===== config.mk =====
export PLATFORM = sky130hd
export DESIGN_NAME = keypad_excess3_ctrl
export DESIGN_NICKNAME = d
export VERILOG_FILES = /design/src/rtl/keypad_excess3_ctrl_pkg.sv /design/src/rtl/keypad_excess3_ctrl_encoder.sv /design/src/rtl/keypad_excess3_ctrl.sv
export SDC_FILE = /design/constraint.sdc
export NUM_CORES = 1
export LEC_CHECK = 0
export BUFFER_PORTS_ARGS = -buffer_cell sky130_fd_sc_hd__buf_4
export CAP_MARGIN = 40
export CORE_MARGIN = 10
export CORE_UTILIZATION = 25
export CTS_BUF_LIST = sky130_fd_sc_hd__clkbuf_8
export DETAILED_ROUTE_END_ITERATION = 6
export GPL_TIMING_DRIVEN = 0
export PLACE_DENSITY = 0.46
export SLEW_MARGIN = 20
export SYNTH_ARGS = -nofsm -noshare
export SYNTH_HDL_FRONTEND = slang
export SYNTH_SLANG_ARGS = --single-unit

===== constraint.sdc =====
create_clock -name clk -period 8.9 [get_ports clk]
set_input_delay 1.335 -clock clk [delete_from_list [all_inputs] [get_ports clk]]
set_output_delay 1.335 -clock clk [all_outputs]
set_load 0.005 [all_outputs]

===== src/rtl/keypad_excess3_ctrl_pkg.sv =====
// Shared definitions for the keypad excess-3 controller.
//   state_e        : debounce FSM state encoding
//   EXCESS3_OFFSET : added to the decimal digit to form the excess-3 code
//   EMPTY_CODE     : code presented when nothing is buffered
package keypad_excess3_ctrl_pkg;

    typedef enum logic [1:0] {
        ST_IDLE     = 2'd0,
        ST_DEBOUNCE = 2'd1,
        ST_HELD     = 2'd2,
        ST_RELEASE  = 2'd3
    } state_e;

    localparam logic [3:0] EXCESS3_OFFSET = 4'd3;
    localparam logic [3:0] EMPTY_CODE     = 4'd0;

endpackage


===== src/rtl/keypad_excess3_ctrl_encoder.sv =====
// encoder_3cyclic: priority encoder from a 10-line decimal key vector to
// excess-3. The highest set bit wins; no bits set yields EMPTY_CODE.
//   keys : key vector, bit k = digit k
//   code : excess-3 code of the highest pressed digit, or 0
module encoder_3cyclic
    import keypad_excess3_ctrl_pkg::*;
(
    input  logic [9:0] keys,
    output logic [3:0] code
);

    // Ascending scan so that a later (higher) set bit overrides lower ones.
    always_comb begin
        code = EMPTY_CODE;
        for (int k = 0; k < 10; k++) begin
            if (keys[k]) code = 4'(k) + EXCESS3_OFFSET;
        end
    end

endmodule


===== src/rtl/keypad_excess3_ctrl.sv =====
// keypad_excess3_ctrl: synchronizes and debounces a 10-key decimal keypad,
// emits one excess-3 code per accepted press into a small FIFO.
//   clk, rst_n : clock, async active-low reset (deassertion synced externally)
//   key        : raw asynchronous key lines, bit k = digit k
//   ready      : consumer takes code_out this cycle (pop when valid)
//   clr_ovf    : clear the sticky overflow flag
//   code_out   : head-of-buffer code, 0 when empty
//   valid      : buffer not empty
//   count      : buffered code count, 0..FIFO_DEPTH
//   key_down   : a press has been accepted and not yet fully released
//   overflow   : sticky, an accepted press was lost to a full buffer
module keypad_excess3_ctrl
    import keypad_excess3_ctrl_pkg::*;
#(
    parameter int DEBOUNCE_CYCLES = 16,
    parameter int FIFO_DEPTH      = 4
) (
    input  logic       clk,
    input  logic       rst_n,
    input  logic [9:0] key,
    input  logic       ready,
    input  logic       clr_ovf,
    output logic [3:0] code_out,
    output logic       valid,
    output logic [3:0] count,
    output logic       key_down,
    output logic       overflow
);

    localparam int         PW       = (FIFO_DEPTH > 1) ? $clog2(FIFO_DEPTH) : 1;
    localparam logic [7:0] CNT_LAST = 8'(DEBOUNCE_CYCLES - 1);
    localparam logic [3:0] DEPTH_C  = 4'(FIFO_DEPTH);

    // ---------------- synchronizer ----------------
    logic [9:0] sync1_q, ks_q;

    always_ff @(posedge clk or negedge rst_n) begin
        if (!rst_n) begin
            sync1_q <= '0;
            ks_q    <= '0;
        end else begin
            sync1_q <= key;
            ks_q    <= sync1_q;
        end
    end

    // ---------------- debounce FSM ----------------
    state_e     state_q, state_d;
    logic [9:0] snap_q, snap_d;
    logic [7:0] cnt_q, cnt_d;
    logic       push;
    logic [3:0] snap_code;

    encoder_3cyclic u_enc (
        .keys (snap_q),
        .code (snap_code)
    );

    always_ff @(posedge clk or negedge rst_n) begin
        if (!rst_n) begin
            state_q <= ST_IDLE;
            snap_q  <= '0;
            cnt_q   <= '0;
        end else begin
            state_q <= state_d;
            snap_q  <= snap_d;
            cnt_q   <= cnt_d;
        end
    end

    always_comb begin
        state_d = state_q;
        snap_d  = snap_q;
        cnt_d   = cnt_q;
        push    = 1'b0;
        case (state_q)
            ST_IDLE: begin
                if (ks_q != '0) begin
                    state_d = ST_DEBOUNCE;
                    snap_d  = ks_q;
                    cnt_d   = '0;
                end
            end
            ST_DEBOUNCE: begin
                if (ks_q == '0) begin
                    state_d = ST_IDLE;
                end else if (ks_q != snap_q) begin
                    // A different chord restarts the stability window.
                    snap_d = ks_q;
                    cnt_d  = '0;
                end else if (cnt_q == CNT_LAST) begin
                    push    = 1'b1;
                    state_d = ST_HELD;
                end else begin
                    cnt_d = cnt_q + 8'd1;
                end
            end
            ST_HELD: begin
                // Pattern changes while held never produce another code.
                if (ks_q == '0) begin
                    state_d = ST_RELEASE;
                    cnt_d   = '0;
                end
            end
            ST_RELEASE: begin
                if (ks_q != '0) begin
                    state_d = ST_HELD;
                end else if (cnt_q == CNT_LAST) begin
                    state_d = ST_IDLE;
                end else begin
                    cnt_d = cnt_q + 8'd1;
                end
            end
            default: state_d = ST_IDLE;
        endcase
    end

    assign key_down = (state_q == ST_HELD) || (state_q == ST_RELEASE);

    // ---------------- code FIFO ----------------
    logic [3:0]    mem_q [FIFO_DEPTH];
    logic [3:0]    mem_d [FIFO_DEPTH];
    logic [PW-1:0] wptr_q, wptr_d, rptr_q, rptr_d;
    logic [3:0]    count_q, count_d;
    logic          overflow_q, overflow_d;
    logic          pop, full, do_push, ovf_set;

    assign valid   = (count_q != 4'd0);
    assign full    = (count_q == DEPTH_C);
    // Pop only when something is there, so an empty-buffer push is never
    // cancelled by a coincident ready.
    assign pop     = valid && ready;
    // A pop in the same cycle frees the slot a full-buffer push needs.
    assign do_push = push && (!full || pop);
    assign ovf_set = push && full && !pop;

    always_comb begin
        mem_d = mem_q;
        if (do_push) mem_d[wptr_q] = snap_code;
        wptr_d     = wptr_q + PW'(do_push);
        rptr_d     = rptr_q + PW'(pop);
        count_d    = count_q + 4'(do_push) - 4'(pop);
        overflow_d = ovf_set ? 1'b1 : (clr_ovf ? 1'b0 : overflow_q);
    end

    always_ff @(posedge clk or negedge rst_n) begin
        if (!rst_n) begin
            for (int i = 0; i < FIFO_DEPTH; i++) mem_q[i] <= EMPTY_CODE;
            wptr_q     <= '0;
            rptr_q     <= '0;
            count_q    <= '0;
            overflow_q <= 1'b0;
        end else begin
            mem_q      <= mem_d;
            wptr_q     <= wptr_d;
            rptr_q     <= rptr_d;
            count_q    <= count_d;
            overflow_q <= overflow_d;
        end
    end

    assign code_out = valid ? mem_q[rptr_q] : EMPTY_CODE;
    assign count    = count_q;
    assign overflow = overflow_q;

endmodule

==> key figures <==
Logic synthesis
  – Fraction of registers with async set/reset: 100%
  – Mapped Cells: 245
  – Syn Area/Cell: 12.3 um^2
  – Post-synth EDFFs: 0
  – Post-synthesis compound-gate area fraction: 7.49%
  – Synth Area in Simple Gates: 13.9%
  – Post-Syn Area: 3010 um^2
  – Flip-flop and latch count after synthesis: 65
  – Largest family of logic cells by synthesized area: simple AND/OR/NAND/NOR gates
  – Seq/Total Area, Yosys: 54.1%
  – Netlist cell types: 44
  – Post-Synth Adder-Cell Area: 4.41%
  – XOR/XNOR Fraction of Synth Area: 5.24%
  – Main synth FF type: dfrtp_1
  – Warnings, synthesis: 0
  – Synthesized net count: 269
  – Mux cell area share after synthesis: 12.0%

STA
  – Worst Skew: 0.00920 ns
  – Relative slew margins: 50.5%
  – Final setup vio count: 0
  – Max-slew violations: 0
  – Final setup margin: 5.87 ns
  – WHS: 0.352 ns
  – Setup TNS: 0 ns
  – Measured slew at the worst slew-check pin: 0.735 ns
  – Final min period: 3.03 ns
  – Fmax: 330 MHz
  – RSZ-0062 raised after global routing: no
  – Final Hold Vio Count: 0
  – Final worst path period share: 34.1%

Finish
  – N_diodes: 0
  – Leading cell type in the layout, fill and taps excluded: dfrtp_1
  – Nets: 306
  – Layout area overhead: 21.2%
  – Share of cells above drive strength 1: 26.1%
  – Most frequent cells in the layout: dfrtp_1, buf_4, nor2_1
  – Design area: 3640 um^2

Global routing
  – Largest net degree at the start of global routing: 66
  – Number of antenna violations at the first check in global routing: 0
  – Total gr overflow: 0
  – First-pass GRT wire length: 10.3 mm
  – Gr usage total: 7.81%
  – Number of global-route vias before repair: 2045

Clocking
  – CTS sink count: 65
  – Setup Buffers After CTS: 0
  – Clock buffer depth: 2
  – CTS buffer count: 9
  – H-Tree Depth: 3
  – TritonCTS clock tree: done
  – Post-CTS resize count: 0
  – Clock latency on the worst-skew pair: 0.35 ns
  – CTS Root Cell: clkbuf_8
  – Clock-pin slew of the registers on the worst-case setup and hold paths: 0.08 ns
  – Hold_buf cts: 0

Setup path
  – Crit path required time: 7.57 ns
  – Crit Path Max Fanout: 5
  – Crit path kind: reg -> out
  – Crit. End Element: output pin
  – Crit start category: flip-flop
  – R2R Setup Slk: 5.91 ns
  – Worst path arrival time: 1.70 ns

Status
  – Status: completed

Placement
  – Port buffer count: 24
  – Pre-CTS setup slack: 5.71 ns
  – Post-place instance area: 3380 um^2
  – Hpwl dp: 4.34 mm
  – Routability cong.: 0.793

Pwr
  – P per Cell Area: 210 nW/um^2
  – Worst vdd ir: 85.0 uV
  – Leak Pwr: 1.63 nW
  – Total power: 0.765 mW

Hold path
  – Worst hold path class: reg -> reg

Drt
  – Vias per cell: 4.53
  – Residual DRC: 0
  – Drt first-iter violations: 77
  – Post-DR wirelength/cell: 13.8 um
  – DRT Wirelength: 6.01 mm
  – Routed vias: 1968
  – DRT antenna net count: 0
  – First-pass DRT Iterations: 6

Floorplan
  – Initial Util: 25.3%
  – I/O pin count: 25
  – Core area: 11900 um^2
  – Row cnt: 40
  – Die area: 16800 um^2
  – Die X-Extent: 130 um
  – Die height: 130 um

Flow run
  – Max-cap violations: 0
==> area by class of cell <==
class | count | area, um^2
sequential | 65 | 1630
tap | 147 | 184
clock inverter | 7 | 125
buffer | 6 | 30.0
clock buffer | 9 | 124
fill | 1212 | 8270
timing repair buffer | 26 | 204
inverter | 15 | 56.3
multi-input combinational | 159 | 1290
==> flip-flops by register name, summed over array words and instances, names as in the netlist, named ones only <==
signal,count
cnt_q,8
count,4
ks_q,10
mem_q,16
overflow,1
rptr_q,2
snap_q,10
state_q,1
sync1_q,10
wptr_q,2
==> layer usage <==
| metal | wire [um] | global-route usage [%] | up-vias |
|---|---|---|---|
| li1 | - | - | 953 |
| met1 | 2760 | 9.58 | 969 |
| met2 | 2870 | 12.4 | 37 |
| met3 | 274 | 2.56 | 9 |
| met4 | 98 | 3.17 | 0 |
| met5 | 0 | 0 | - |
==> Yosys cell counts, types with 2 or more instances <==
| library cell | count | share of area, % |
|---|---|---|
| nor4_2 | 2 | 0.83 |
| ha_1 | 9 | 3.7 |
| nand3_1 | 11 | 1.8 |
| nand4_1 | 3 | 0.62 |
| a211oi_1 | 2 | 0.50 |
| nor2_1 | 17 | 2.1 |
| clkbuf_1 | 5 | 0.62 |
| a22o_1 | 6 | 1.7 |
| nor3_1 | 4 | 0.67 |
| a31oi_1 | 3 | 0.62 |
| dfrtp_1 | 65 | 54 |
| mux2_4 | 4 | 2.0 |
| mux2i_1 | 3 | 1.0 |
| nor4_1 | 8 | 1.7 |
| inv_1 | 15 | 1.9 |
| a21oi_1 | 7 | 1.2 |
| xnor2_1 | 12 | 3.5 |
| xor2_1 | 6 | 1.7 |
| or4_4 | 2 | 0.75 |
| nand2_1 | 8 | 1.0 |
| a21o_1 | 2 | 0.50 |
| or2_2 | 2 | 0.42 |
| and2_1 | 6 | 1.2 |
| and4_1 | 3 | 0.87 |
| nand2b_1 | 2 | 0.42 |
| mux4_2 | 4 | 3.0 |
| and3_1 | 2 | 0.42 |
| mux2_2 | 16 | 6.0 |
==> critical path: stages (launching register included) <==
cell,delay [ns]
dfrtp_1,0.52
mux4_2,0.53
and2_1,0.18
buf_4,0.13
==> final timing paths <==
path / cells past startpoint / to / start
hold reg to reg: 0 / ks_q[3] / sync1_q[3]
setup / recovery: 3 / code_out[0] / rptr_q[0]
setup reg to reg: 9 / count[2] / cnt_q[7]
hold / removal: 0 / ks_q[3] / sync1_q[3]
min in group asynchronous: 1 / sync1_q[6] / rst_n
max in group asynchronous: 2 / mem_q[14] / rst_n
==> power breakdown <==
part | leakage [nW] | switching (mW) | internal (mW) | total, mW
clock | 0.124 | 0.126 | 0.189 | 0.315
sequential | 0.814 | 0.0263 | 0.318 | 0.344
combinational | 0.689 | 0.0496 | 0.0568 | 0.106
==> per-stage QoR <==
stage	cells	utilization (%)
after global placement	416	28.3
after global routing	434	30.6
after detailed placement	417	28.3
after CTS	433	30.4
after floorplan	245	-
final	434	30.6
==> logic make-up after synthesis <==
group / Yosys count
compound gates: 31
xor+xnor: 18
fa+ha+maj: 10
buf+inv: 21
flops: 65
mux: 27
simple gates: 73
(Power assumes the default switching activity.)
